[src/rtl/motion_seq_if.sv]
// Segment push bus and status bundle between the host register block and one motion_seq axis.
interface motion_seq_if #(
   parameter int unsigned DEPTH = 8
);
   localparam int unsigned LW = $clog2(DEPTH) + 1;

   logic                 seg_wr;
   logic signed [31:0]   seg_vel;
   logic signed [31:0]   seg_acc;
   logic [15:0]          seg_dur;
   logic                 enable;
   logic                 abort;

   logic signed [31:0]   velocity;
   logic                 busy;
   logic                 seg_done;
   logic                 underrun;
   logic                 overflow;
   logic [LW-1:0]        level;
   logic                 seg_full;

   modport master (
      output seg_wr, seg_vel, seg_acc, seg_dur, enable, abort,
      input  velocity, busy, seg_done, underrun, overflow, level, seg_full
   );

   modport slave (
      input  seg_wr, seg_vel, seg_acc, seg_dur, enable, abort,
      output velocity, busy, seg_done, underrun, overflow, level, seg_full
   );
endinterface

[src/rtl/motion_seq.sv]
// Motion segment sequencer: queued {vel, acc, dur} segments drive a tick-by-tick velocity ramp.
// Define MOTION_SEQ_SAT_EN to clamp loaded and accumulated velocity to [-VMAX, +VMAX].
module motion_seq #(
   parameter int unsigned        DEPTH    = 8,
   parameter int unsigned        TICK_DIV = 1000,
   parameter logic signed [31:0] VMAX     = 32'sh3FFFFFFF
) (
   input logic        clk,
   input logic        reset,
   motion_seq_if.slave bus
);

   localparam int unsigned AW = $clog2(DEPTH);
   localparam int unsigned LW = AW + 1;
   localparam int unsigned PW = (TICK_DIV > 1) ? $clog2(TICK_DIV) : 1;
   localparam logic [PW-1:0] PLAST = PW'(TICK_DIV - 1);

   if (DEPTH < 2 || (DEPTH & (DEPTH - 1)) != 0) begin : g_bad_depth
      $error("motion_seq: DEPTH must be a power of two >= 2");
   end
   if (TICK_DIV < 1) begin : g_bad_tick
      $error("motion_seq: TICK_DIV must be >= 1");
   end
   if (VMAX <= 0) begin : g_bad_vmax
      $error("motion_seq: VMAX must be positive");
   end

   typedef enum logic [1:0] {
      S_IDLE,
      S_LOAD,
      S_RUN
   } state_e;

   typedef struct packed {
      logic signed [31:0] vel;
      logic signed [31:0] acc;
      logic [15:0]        dur;
   } seg_t;

`ifdef MOTION_SEQ_SAT_EN
   function automatic logic signed [31:0] vel_load(input logic signed [31:0] x);
      if (x > VMAX)
         return VMAX;
      else if (x < -VMAX)
         return -VMAX;
      else
         return x;
   endfunction

   // Wrap past 32 bits is caught from operand/result signs before the range clamp.
   function automatic logic signed [31:0] vel_add(input logic signed [31:0] a,
                                                  input logic signed [31:0] b);
      logic signed [31:0] s;
      s = a + b;
      if (!a[31] && !b[31] && s[31])
         return VMAX;
      else if (a[31] && b[31] && !s[31])
         return -VMAX;
      else
         return vel_load(s);
   endfunction
`else
   function automatic logic signed [31:0] vel_load(input logic signed [31:0] x);
      return x;
   endfunction

   function automatic logic signed [31:0] vel_add(input logic signed [31:0] a,
                                                  input logic signed [31:0] b);
      return a + b;
   endfunction
`endif

   seg_t               mem_q [DEPTH];
   logic [AW-1:0]      wr_ptr_q, rd_ptr_q;
   logic [LW-1:0]      level_q, level_d;
   logic               ovf_q;

   state_e             state_q, state_d;
   logic signed [31:0] vel_q, vel_d;
   logic signed [31:0] acc_q, acc_d;
   logic [15:0]        rem_q, rem_d;
   logic [PW-1:0]      presc_q, presc_d;
   logic               done_q, done_d;
   logic               under_q, under_d;

   logic               full;
   logic               push;
   logic               pop;
   logic               wr_drop;
   seg_t               head;

   assign full    = (level_q == LW'(DEPTH));
   assign push    = bus.seg_wr && !full;
   assign wr_drop = bus.seg_wr && full;
   assign head    = mem_q[rd_ptr_q];
   assign level_d = level_q + LW'(push) - LW'(pop);

   always_comb begin
      state_d = state_q;
      vel_d   = vel_q;
      acc_d   = acc_q;
      rem_d   = rem_q;
      presc_d = presc_q;
      done_d  = 1'b0;
      under_d = 1'b0;
      pop     = 1'b0;

      case (state_q)
         S_IDLE: begin
            vel_d = '0;
            if (bus.enable && level_q != '0)
               state_d = S_LOAD;
         end

         S_LOAD: begin
            pop     = 1'b1;
            presc_d = '0;
            acc_d   = head.acc;
            rem_d   = head.dur;
            if (head.dur == '0) begin
               done_d  = 1'b1;
               vel_d   = '0;
               state_d = (bus.enable && level_q > LW'(1)) ? S_LOAD : S_IDLE;
            end else begin
               vel_d   = vel_load(head.vel);
               state_d = S_RUN;
            end
         end

         S_RUN: begin
            if (presc_q == PLAST) begin
               presc_d = '0;
               vel_d   = vel_add(vel_q, acc_q);
               rem_d   = rem_q - 16'd1;
               // Final tick: the last value stays visible for one cycle before IDLE zeroes it.
               if (rem_q == 16'd1) begin
                  done_d = 1'b1;
                  if (bus.enable && level_q != '0) begin
                     state_d = S_LOAD;
                  end else begin
                     state_d = S_IDLE;
                     under_d = (vel_d != '0);
                  end
               end
            end else begin
               presc_d = presc_q + PW'(1);
            end
         end

         default: begin
            state_d = S_IDLE;
            vel_d   = '0;
         end
      endcase
   end

   always_ff @(posedge clk or posedge reset) begin
      if (reset) begin
         state_q  <= S_IDLE;
         vel_q    <= '0;
         acc_q    <= '0;
         rem_q    <= '0;
         presc_q  <= '0;
         done_q   <= 1'b0;
         under_q  <= 1'b0;
         ovf_q    <= 1'b0;
         level_q  <= '0;
         wr_ptr_q <= '0;
         rd_ptr_q <= '0;
      end else if (bus.abort) begin
         state_q  <= S_IDLE;
         vel_q    <= '0;
         acc_q    <= '0;
         rem_q    <= '0;
         presc_q  <= '0;
         done_q   <= 1'b0;
         under_q  <= 1'b0;
         ovf_q    <= 1'b0;
         level_q  <= '0;
         wr_ptr_q <= '0;
         rd_ptr_q <= '0;
      end else begin
         state_q  <= state_d;
         vel_q    <= vel_d;
         acc_q    <= acc_d;
         rem_q    <= rem_d;
         presc_q  <= presc_d;
         done_q   <= done_d;
         under_q  <= under_d;
         ovf_q    <= ovf_q | wr_drop;
         level_q  <= level_d;
         if (push)
            wr_ptr_q <= wr_ptr_q + AW'(1);
         if (pop)
            rd_ptr_q <= rd_ptr_q + AW'(1);
      end
   end

   always_ff @(posedge clk) begin
      if (push && !bus.abort)
         mem_q[wr_ptr_q] <= {bus.seg_vel, bus.seg_acc, bus.seg_dur};
   end

   assign bus.velocity = vel_q;
   assign bus.busy     = (state_q == S_LOAD) || (state_q == S_RUN);
   assign bus.seg_done = done_q;
   assign bus.underrun = under_q;
   assign bus.overflow = ovf_q;
   assign bus.level    = level_q;
   assign bus.seg_full = full;

endmodule

[src/flat_wrapper.sv]
// flat-port wrapper written by rule: the top's interface ports become plain ports
module motion_seq_flat 
#(
   parameter int unsigned        DEPTH    = 8,
   parameter int unsigned        TICK_DIV = 1000,
   parameter logic signed [31:0] VMAX     = 32'sh3FFFFFFF
)
  (clk, reset, bus_seg_wr, bus_seg_vel, bus_seg_acc, bus_seg_dur, bus_enable, bus_abort, bus_velocity, bus_busy, bus_seg_done, bus_underrun, bus_overflow, bus_level, bus_seg_full);
  motion_seq_if #(.DEPTH(DEPTH)) bus_i ();
  input logic clk;
  input logic reset;
  input wire logic [$bits(bus_i.seg_wr)-1:0] bus_seg_wr;
  input wire logic [$bits(bus_i.seg_vel)-1:0] bus_seg_vel;
  input wire logic [$bits(bus_i.seg_acc)-1:0] bus_seg_acc;
  input wire logic [$bits(bus_i.seg_dur)-1:0] bus_seg_dur;
  input wire logic [$bits(bus_i.enable)-1:0] bus_enable;
  input wire logic [$bits(bus_i.abort)-1:0] bus_abort;
  output wire logic [$bits(bus_i.velocity)-1:0] bus_velocity;
  output wire logic [$bits(bus_i.busy)-1:0] bus_busy;
  output wire logic [$bits(bus_i.seg_done)-1:0] bus_seg_done;
  output wire logic [$bits(bus_i.underrun)-1:0] bus_underrun;
  output wire logic [$bits(bus_i.overflow)-1:0] bus_overflow;
  output wire logic [$bits(bus_i.level)-1:0] bus_level;
  output wire logic [$bits(bus_i.seg_full)-1:0] bus_seg_full;
  assign bus_i.seg_wr = bus_seg_wr;
  assign bus_i.seg_vel = bus_seg_vel;
  assign bus_i.seg_acc = bus_seg_acc;
  assign bus_i.seg_dur = bus_seg_dur;
  assign bus_i.enable = bus_enable;
  assign bus_i.abort = bus_abort;
  assign bus_velocity = bus_i.velocity;
  assign bus_busy = bus_i.busy;
  assign bus_seg_done = bus_i.seg_done;
  assign bus_underrun = bus_i.underrun;
  assign bus_overflow = bus_i.overflow;
  assign bus_level = bus_i.level;
  assign bus_seg_full = bus_i.seg_full;
  motion_seq #(.DEPTH(DEPTH), .TICK_DIV(TICK_DIV), .VMAX(VMAX)) u_core (.clk(clk), .reset(reset), .bus(bus_i));
endmodule
[config.mk]
export PLATFORM = sky130hd
export DESIGN_NAME = motion_seq_flat
export DESIGN_NICKNAME = d
export VERILOG_FILES = /design/src/rtl/motion_seq_if.sv /design/src/rtl/motion_seq.sv /design/src/flat_wrapper.sv
export SDC_FILE = /design/constraint.sdc
export NUM_CORES = 1
export LEC_CHECK = 0
export ABC_AREA = 1
export CAP_MARGIN = 20
export CORE_MARGIN = 2
export CORE_UTILIZATION = 43
export CTS_BUF_LIST = sky130_fd_sc_hd__clkbuf_2
export DETAILED_ROUTE_END_ITERATION = 6
export GPL_TIMING_DRIVEN = 0
export PLACE_DENSITY = 0.63
export SKIP_LAST_GASP = 1
export SYNTH_ARGS = -nofsm -noshare
export SYNTH_HDL_FRONTEND = slang
export SYNTH_SLANG_ARGS = --single-unit
[constraint.sdc]
create_clock -name clk -period 5.77 [get_ports clk]
set_input_delay 1.4425 -clock clk [delete_from_list [all_inputs] [get_ports clk]]
set_output_delay 1.4425 -clock clk [all_outputs]
set_load 0.05 [all_outputs]
Word level (Yosys, flattened, before mapping)
Memories as Yosys holds them, arrays and structs flattened.
Index checks and enable logic that the tools add are counted.
{"block": "word_totals", "regBits": 105, "mem_bits_rw": 640, "in_bits": 85, "out_inout_bits": 41, "mem_count": 1}
{"block": "classes", "add_sub_neg": 7, "order_cmp": 1, "n_eq_ne": 8, "mux": 39, "bitwise": 1, "reduce_logical": 18}
{"memory": "u_core.mem_q", "depth": 8, "word_bits": 80, "read_ports": 1, "rd_clocked_by_memory_dff": 0, "wr": 1, "line": "motion_seq.sv:73", "source": "seg_t mem_q [DEPTH];"}
{"op": "two-way mux 32 bit", "n": 5}
{"op": "case mux 32 bit (2 select lines)", "n": 1}
{"op": "adder 32 bit", "n": 1}
{"op": "two-way mux 16 bit", "n": 2}
{"op": "case mux 16 bit (2 select lines)", "n": 1}
{"op": "nonzero test 32 bit", "n": 1}
{"op": "two-way mux 10 bit", "n": 2}
{"op": "case mux 10 bit (2 select lines)", "n": 1}
{"op": "equality test 16 x 1 -> 1 bit (second input constant)", "n": 1}
{"op": "logical NOT 16 bit", "n": 1}
{"op": "subtractor 16 x 1 -> 16 bit (second input constant)", "n": 1}
{"op": "two-way mux 1 bit", "n": 15}
{"op": "two-way mux 3 bit", "n": 4}
{"op": "adder 10 x 1 -> 10 bit (second input constant)", "n": 1}
{"op": "equality test 10 bit (second input constant)", "n": 1}
{"op": "two-way mux 2 bit", "n": 5}
{"op": "inequality test 3 x 2 -> 1 bit (second input constant)", "n": 3}
{"op": "adder 3 x 1 -> 3 bit (second input constant)", "n": 2}
{"op": "case mux 2 bit (3 select lines)", "n": 1}
{"op": "nonzero test 2 bit", "n": 3}
{"op": "logical AND 1 bit", "n": 5}
{"op": "adder 4 x 1 -> 4 bit", "n": 1}
{"op": "equality test 4 bit (second input constant)", "n": 1}
{"op": "> comparator 4 x 1 -> 1 bit (second input constant)", "n": 1}
{"op": "other kinds (13)", "n": 14}

Logic depth before layout (Yosys ltp)
Gate-level depths: netlist (run 1).
{"block": "logic_depth", "depth_word": 7, "mapped_depth": 20, "mapped_depth_nobuf": 17}

Least setup slack after synthesis (run 1)
Ideal clock, no wire load.
{"block": "synth_timing", "path_kind": "input-to-reg", "from": "in bus_abort", "to": "mem u_core.mem_q[0][0] in the netlist's numbering (enable)", "setup_ns": 0.519, "t_arrival_ns": 5.265, "t_required_ns": 5.251, "setup_slack_ns": -0.014, "cell_stages": 4, "cell_sequence": "clkbuf_1 > nor2_1 > nand2_1 > nor2_1"}
{"block": "synth_between", "elab_chain_cells": 4}
{"item": "from (decl)", "line": "flat_wrapper.sv:17", "source": "input wire logic [$bits(bus_i.abort)-1:0] bus_abort;"}
{"item": "logical NOT 1 bit", "line": "motion_seq.sv:200", "source": "if (push && !bus.abort)"}
{"item": "logical AND 1 bit", "line": "motion_seq.sv:200"}
{"item": "two-way mux 1 bit", "line": "motion_seq.sv:200"}
{"item": "two-way mux 1 bit (not written as such)", "line": "motion_seq.sv:201", "source": "mem_q[wr_ptr_q] <= {bus.seg_vel, bus.seg_acc, bus.seg_dur};"}
{"item": "to (decl)", "line": "motion_seq.sv:73"}
Every way passes these cells.

Worst setup path after layout (run 1)
{"block": "layout_timing", "from": "reg u_core.state_q[0]", "to": "out bus_busy"}
{"block": "layout_between", "elab_chain_cells": 2, "elab_cells_between_ends": 3, "cone_classes": "eq/ne: 2; reduce/logical: 1"}
{"item": "from (decl)", "line": "motion_seq.sv:78", "source": "state_e state_q, state_d;"}
{"item": "from (signal assigned)", "line": "motion_seq.sv:183", "source": "state_q <= state_d;"}
{"item": "equality test 2 x 1 -> 1 bit or equality test 2 bit (tied branches)", "line": "motion_seq.sv:205", "source": "assign bus.busy = (state_q == S_LOAD) || (state_q == S_RUN);"}
{"item": "logical OR 1 bit *", "line": "motion_seq.sv:205"}
{"item": "to (decl)", "line": "flat_wrapper.sv:19", "source": "output wire logic [$bits(bus_i.busy)-1:0] bus_busy;"}
Mark *: on every way between the ends. The rest lies on a longest branch, timed or not.

==> impl_metrics.json, run 1 <==
{
  "initial_core_util_pct": 43.36,
  "max-clock-path-buffers": 3,
  "final_core_utilization_pct": 49.83,
  "dpl_worst_slack_ps": 1248,
  "setup_failing_eps_final": 0,
  "die_height_um": 280.3,
  "clkPwrFrac_pct": 22.7,
  "grt_antenna_before_repair": 3,
  "dp_wirelength_um": 66760,
  "yosys_most_used_dff": "edfxtp_1",
  "run_status": "finished, final reports clean",
  "die_area_um2": 78560,
  "post-cts-setup-buffers": 0,
  "synth_top_family_by_area": "simple AND/OR/NAND/NOR gates",
  "yosysUniqueCellTypes": 40,
  "yosys.area_share.simple_pct": 15.27,
  "finalNetCount": 3531,
  "hold_start": "u_core.presc_q[9]",
  "ir_drop_uv": 152.3,
  "drt_wl_total_um": 95250,
  "clock_tree_from_tritoncts": "yes",
  "number_of_pins_exceeding_their_max_slew_limit_in_the_final_report": 0,
  "cts-buffers-inserted": 183,
  "core_area_um2": 75700,
  "wire_length_of_the_first_global_routing_pass_um": 141400,
  "placement_rows": 101,
  "hold_viol_final": 0,
  "layout.cells.non_filler": 4515,
  "share_seq_of_total_power_pct": 40.4,
  "proportion_of_total_power_due_to_net_switching_pct": 41.35,
  "share_of_synthesized_area_occupied_by_flip_flops_and_latches_pct": 66.55,
  "relSlewSlack_pct": 36.45,
  "worst_setup_sp": "u_core.state_q[0]",
  "synth.mux.area_fraction_pct": 0,
  "globalRouteTotalUtil_pct": 24.23,
  "grt_setup_unrepaired": "no",
  "tightestPinTransition_ps": 953.3,
  "power.density_nw_per_um2": 422.4,
  "post_route_cells_drive_above_1_share_pct": 11.84,
  "cts.sinks": 745,
  "antenna_violating_nets_post_route": 0,
  "post_synthesis_compound_gate_area_fraction_pct": 11.17,
  "drt_pre_antenna_iters": 6,
  "ys.warnings.count": 0,
  "criticalPathCategory": "reg2out",
  "largest_net_degree_at_the_start_of_global_routing": 56,
  "yosys.area_share.xor_xnor_pct": 0.2668,
  "placed_cells_incl_taps": 4191,
  "syn_inst": 3060,
  "maximum_capacitance_violations": 0,
  "synth-edff-count": 640,
  "timing.critical_path.fanout_max": 3,
  "clock_skew_ps": 132.7,
  "power_leakage_nw": 14.58,
  "worst-endpoint-arrival_ps": 3060,
  "syn_avg_cell_area_um2": 10.73,
  "synth-async-reset-ratio_pct": 14.09,
  "top_level_ports": 126,
  "number_of_global_route_vias_before_repair": 23389,
  "comb_power_share_pct": 37.0,
  "clockRootBuffer": "clkbuf_2",
  "setup_slack_ps": 1272,
  "reg2reg_launch_point": "u_core.rd_ptr_q[1]",
  "drt_first_iter_violations": 2610,
  "required_ps": 4330,
  "synth_fa_ha_area_share_pct": 1.875,
  "synthToLayoutAreaGrowth_pct": 14.90,
  "hold_path.class": "reg2reg",
  "layout_worst_path_cycle_share_pct": 77.96,
  "report.power.total_mw": 15.93,
  "ys_top_cells_by_area": "edfxtp_1 (59%), dfrtp_1 (8.0%), nand2_1 (7.0%), nor2_1 (5.4%), o21ai_0 (5.2%)",
  "viasPerCell": 5.418,
  "worstSetupEndpointType": "primary output",
  "setup_tns_ps": 0,
  "fmax_mhz": 222.3,
  "layout_min_cycle_time_ps": 4498,
  "worstSetupStartpointType": "flop",
  "cellInternalPower_mw": 9.344,
  "cts_repair_resize_count": 0,
  "power.switching_mw": 6.589,
  "synth.cell_area_um2": 32830,
  "drt_drc_violations_left": 0,
  "yosys.area.top_type_share_pct": 58.55,
  "path_clk_slew_ps": 110,
  "dr_total_vias": 24464,
  "clock_network_latency_to_the_later_pin_of_the_worst_skew_pair_ps": 1430,
  "syn-num-nets": 3193,
  "die_w_um": 280.3,
  "port-buffer-count": 125,
  "gp_congestion": 0.9676,
  "htree_levels": 4,
  "grt-ovfl-total": 0,
  "cts.hold.buffers_added": 0,
  "wl_per_cell_um": 21.10,
  "synth-seq-cells": 745,
  "synth_largest_area_cell": "edfxtp_1"
}
-- cells in the final DEF, fill, tap and decap left out, types with 21 or more instances in the layout --
cell type and count:
inv_1 225, clkbuf_2 269, clkbuf_1 102, o22ai_1 39
dfrtp_1 105, nand3_1 75, clkinv_1 34, clkdlybuf4s50_1 125
o211ai_1 35, a21oi_1 44, nand3_2 29, o21ai_1 59
o221ai_1 97, buf_12 21, edfxtp_1 640, nand2_1 614
ha_1 46, nor2_1 466, buf_2 44, o21ai_0 341
-- metal layers --
layer	global-route usage (%)	routed length, um
met4	7.829	2105
met1	32.92	39930
met3	6.054	9130
met2	38.22	44090
met5	0	0
-- flip-flops by register name (all words and copies together) (netlist names) --
signal,count
u_core.bus.velocity,32
u_core.wr_ptr_q,3
u_core.bus.seg_done,1
u_core.presc_q,10
u_core.rem_q,16
u_core.bus.level,4
u_core.bus.underrun,1
u_core.state_q,2
u_core.bus.overflow,1
u_core.rd_ptr_q,3
u_core.mem_q,640
u_core.acc_q,32
-- Yosys cell counts (4+ instances only) --
cell	number
clkbuf_1	102
ha_1	46
nand3_1	75
nand3_2	29
xnor2_1	4
o21ai_0	341
a21oi_1	44
o21ai_1	59
nand2_1	614
edfxtp_1	640
o221ai_1	97
o211ai_1	35
xor2_1	6
buf_2	44
nand4_1	12
dfrtp_1	105
or2_2	4
nor3_1	15
nor2_1	474
buf_6	8
inv_1	226
nand3b_1	5
o22ai_1	39
clkinv_1	8
-- final timing paths --
check | to | slack [ps] | depth (start not counted)
worst max-delay path | bus_busy | 1270 | 3
worst max register to register | u_core.acc_q[18] | 2230 | 10
worst min-delay path | u_core.presc_q[9] | 460 | 1
max in group asynchronous | u_core.acc_q[16] | 4470 | 3
worst min register to register | u_core.presc_q[9] | 460 | 1
min in group asynchronous | u_core.presc_q[6] | 470 | 2
-- worst max-delay path, cell delays in order, from the launching register on --
cell             delay (ps)
dfrtp_1                 400
inv_1                    90
ha_1                    340
clkdlybuf4s50_1         830
-- kinds of logic after synthesis --
kind of cell	after synthesis
AOI/OAI and AO/OA	627
and+or+nand+nor	1236
buffers and inverters	394
xor gates and xnor gates	10
DFF	745
adders and majority gates	48
-- stage by stage --
step	area, um2	hold slack, ps
after floorplan	32830	423.3
after global placement	35300	442.9
after detailed placement	35980	444.0
after CTS	37700	399.0
after global routing	37700	437.3
final	37720	461.4
-- area by class of cell --
cell class | count | area [um2]
tap | 978 | 1224
multi-input combinational | 1921 | 9442
antenna | 8 | 20.02
clock inverter | 47 | 375.4
buffer | 157 | 708.2
timing repair buffer | 153 | 1864
inverter | 237 | 892.1
fill | 6799 | 37980
clock buffer | 269 | 1346
sequential | 745 | 21850
-- power by group through the flow --
| stage | Sequential [mW] | Combinational [mW] | Clock, mW |
|---|---|---|---|
| final | 6.43 | 5.89 | 3.61 |
| after global placement | 6.58 | 5.71 | 0 |
| after floorplan | 6.64 | 3.47 | 0 |
| after global routing | 6.46 | 6.44 | 3.96 |
| after CTS | 6.43 | 5.85 | 3.67 |
| after detailed placement | 6.55 | 5.82 | 0 |
Note: power is estimated with default switching activity, not from simulation.
==> run 2, diff against run 1 <==
==> constraint.sdc (replaced) <==
create_clock -name clk -period 4.6 [get_ports clk]
set_input_delay 1.15 -clock clk [delete_from_list [all_inputs] [get_ports clk]]
set_output_delay 1.15 -clock clk [all_outputs]
set_load 0.05 [all_outputs]
==> results of run 2 <==
Same layout as run 1 (identical final DEF). Status: finished, final reports clean.
Main changes from that run: setup slack after placement 1248 ps -> 370.6 ps; setup slack after layout 1272 ps -> 394.1 ps; hold slack 461.4 ps -> 179.2 ps; register-to-register setup slack 2230 ps -> 1060 ps; total power 15.93 mW -> 19.99 mW; worst IR drop on VDD 152.3 uV -> 191.0 uV
==> run 3, diff against run 2 <==
--- a/config.mk
+++ b/config.mk
@@ -9,11 +9,12 @@
 export CAP_MARGIN = 20
 export CORE_MARGIN = 2
 export CORE_UTILIZATION = 43
-export CTS_BUF_LIST = sky130_fd_sc_hd__clkbuf_2
+export CTS_BUF_LIST = sky130_fd_sc_hd__clkbuf_2 sky130_fd_sc_hd__clkbuf_4 sky130_fd_sc_hd__clkbuf_8
 export DETAILED_ROUTE_END_ITERATION = 6
 export GPL_TIMING_DRIVEN = 0
 export PLACE_DENSITY = 0.63
 export SKIP_LAST_GASP = 1
+export SLEW_MARGIN = 10
 export SYNTH_ARGS = -nofsm -noshare
 export SYNTH_HDL_FRONTEND = slang
 export SYNTH_SLANG_ARGS = --single-unit
==> run 3 against run 2 <==
Net effect: critical path type is now reg2reg; clock power is 23% higher; utilization is 0.93 points higher; final cell count is 2.3% lower; sequential cell count stayed put; via count is 1.6% lower; clock skew is 82 ps lower; final area is 1.9% higher; die area stayed put; combinational power hardly changed; fmax is 20% higher; register-to-register slack better by 20 ps; largest power group unchanged; total power is 5.4% higher; highest routed layer is now met5.
==> impl_metrics.json, run 3 (synthesis gave the netlist of run 1 again) <==
{
  "hold_path.class": "reg2reg",
  "timing.critical_path.fanout_max": 10,
  "clockRootBuffer": "clkbuf_8",
  "ff_latch_area_um2": 21850,
  "largest_register_ffs": 640,
  "run_status": "finished, final reports clean",
  "dp_wirelength_um": 67110,
  "dr_total_vias": 24082,
  "hold_start": "u_core.presc_q[9]",
  "dpl_worst_slack_ps": 631.7,
  "core_area_um2": 75700,
  "power.density_nw_per_um2": 548.3,
  "port-buffer-count": 125,
  "timing.critical_path.slowest_cell_delay_ps": 660,
  "multiInputGateArea_um2": 9442,
  "setup_failing_eps_final": 0,
  "layout_worst_path_cycle_share_pct": 76.51,
  "fmax_mhz": 284.1,
  "drt_drc_violations_left": 0,
  "synthToLayoutAreaGrowth_pct": 17.04,
  "finalNetCount": 3469,
  "relSlewSlack_pct": 35.59,
  "worst_setup_sp": "u_core.rd_ptr_q[1]",
  "power_leakage_nw": 14.58,
  "required_ps": 5240,
  "worstSetupEndpointType": "flop",
  "clock_network_latency_to_the_later_pin_of_the_worst_skew_pair_ps": 750,
  "tightestPinTransition_ps": 966.2,
  "drt_wl_total_um": 95230,
  "drt_pre_antenna_iters": 6,
  "maximum_capacitance_violations": 0,
  "hold_viol_final": 0,
  "die_height_um": 280.3,
  "final_cell_mix": "edfxtp_1 (640), nand2_1 (614), nor2_1 (466)",
  "grt_setup_unrepaired": "no",
  "die_area_um2": 78560,
  "globalRouteTotalUtil_pct": 24.11,
  "wire_length_of_the_first_global_routing_pass_um": 141200,
  "cts.hold.buffers_added": 0,
  "fin_worst_hold_slack_ps": 463.9,
  "path_clk_slew_ps": 60,
  "layout_commonest_cell": "edfxtp_1",
  "grt-ovfl-total": 0,
  "setup_slack_ps": 1081,
  "crit_slowest_cell": "clkbuf_1",
  "post-cts-setup-buffers": 0,
  "criticalPathCategory": "reg2reg",
  "layout_min_cycle_time_ps": 3519,
  "grt_antenna_before_repair": 5,
  "antenna_violating_nets_post_route": 0,
  "die_w_um": 280.3,
  "post_route_cells_drive_above_1_share_pct": 9.504,
  "cts_repair_resize_count": 0,
  "drt_first_iter_violations": 2543,
  "htree_levels": 3,
  "reg2reg_launch_point": "u_core.rd_ptr_q[1]",
  "fill_cells": 6628,
  "viasPerCell": 5.461,
  "ir_drop_uv": 227.8,
  "largest_net_degree_at_the_start_of_global_routing": 86,
  "worst-endpoint-arrival_ps": 4160,
  "number_of_pins_exceeding_their_max_slew_limit_in_the_final_report": 0,
  "worstSetupStartpointType": "flop",
  "top_level_ports": 126,
  "setup_tns_ps": 0,
  "cpMostUsedCell": "buf_2",
  "number_of_global_route_vias_before_repair": 23147,
  "max-clock-path-buffers": 3,
  "cts.sinks": 745,
  "initial_core_util_pct": 43.36,
  "cts-buffers-inserted": 116,
  "clock_skew_ps": 50.82,
  "wl_per_cell_um": 21.59,
  "regMostFlops": "u_core.mem_q",
  "report.power.total_mw": 21.06,
  "gp_congestion": 0.9676,
  "clock_tree_from_tritoncts": "yes",
  "crit_path_cell_trace": "buf_2 -> inv_2 -> buf_2 -> buf_2 -> clkbuf_1 -> clkbuf_1 -> o21ai_0 -> o22ai_1 -> o211ai_1 -> nand2_1",
  "placement_rows": 101
}
==> run 3: cell type report <==
type | count | area share, %
inverters | 237 | 2.329
flip-flops and latches | 745 | 56.86
diodes | 2 | 0.01303
multi-input cells | 1921 | 24.58
plain buffers | 157 | 1.843
clock inverters | 38 | 0.6676
repair buffers | 158 | 5.172
well taps | 978 | 3.185
clock buffers | 174 | 5.354
==> run 3: per-stage QoR <==
stage	util, %	instance area [um2]	cells
global route	50.75	38420	4410
CTS	50.75	38410	4408
floorplan	-	32830	3060
global placement	46.63	35300	4163
detailed placement	47.69	36100	4196
finish	50.75	38420	4410
==> run 3: per-layer routing <==
metal | GRT usage [%] | vias to the layer above | part of all wire (%)
met5 | 0 | - | 0.029
met4 | 8.584 | 4 | 2.6
met3 | 4.355 | 142 | 8.3
met2 | 38.05 | 965 | 46
met1 | 33.53 | 11737 | 43
li1 | - | 11234 | -
==> run 3: report_power, final <==
group | internal (mW) | switching [mW] | total (mW)
registers | 7.80 | 0.285 | 8.08
logic | 2.09 | 5.33 | 7.42
clock network | 2.97 | 2.59 | 5.56
total | 12.9 | 8.21 | 21.1
==> run 3: worst paths after layout <==
kind	end	slack, ps	depth (start not counted)
max	u_core.acc_q[20]	1080	10
min	u_core.presc_q[9]	460	1
max reg2reg	u_core.acc_q[20]	1080	10
min reg2reg	u_core.presc_q[9]	460	1
max in group asynchronous	u_core.bus.velocity[14]	3140	3
min in group asynchronous	u_core.rem_q[14]	720	2
==> run 3: worst max-delay path, delay by kind of cell, from the launching register on <==
family	cells	cell delay, ps
flops	1	370
buf+inv	6	2250
compound gates	3	650
simple gates	1	100
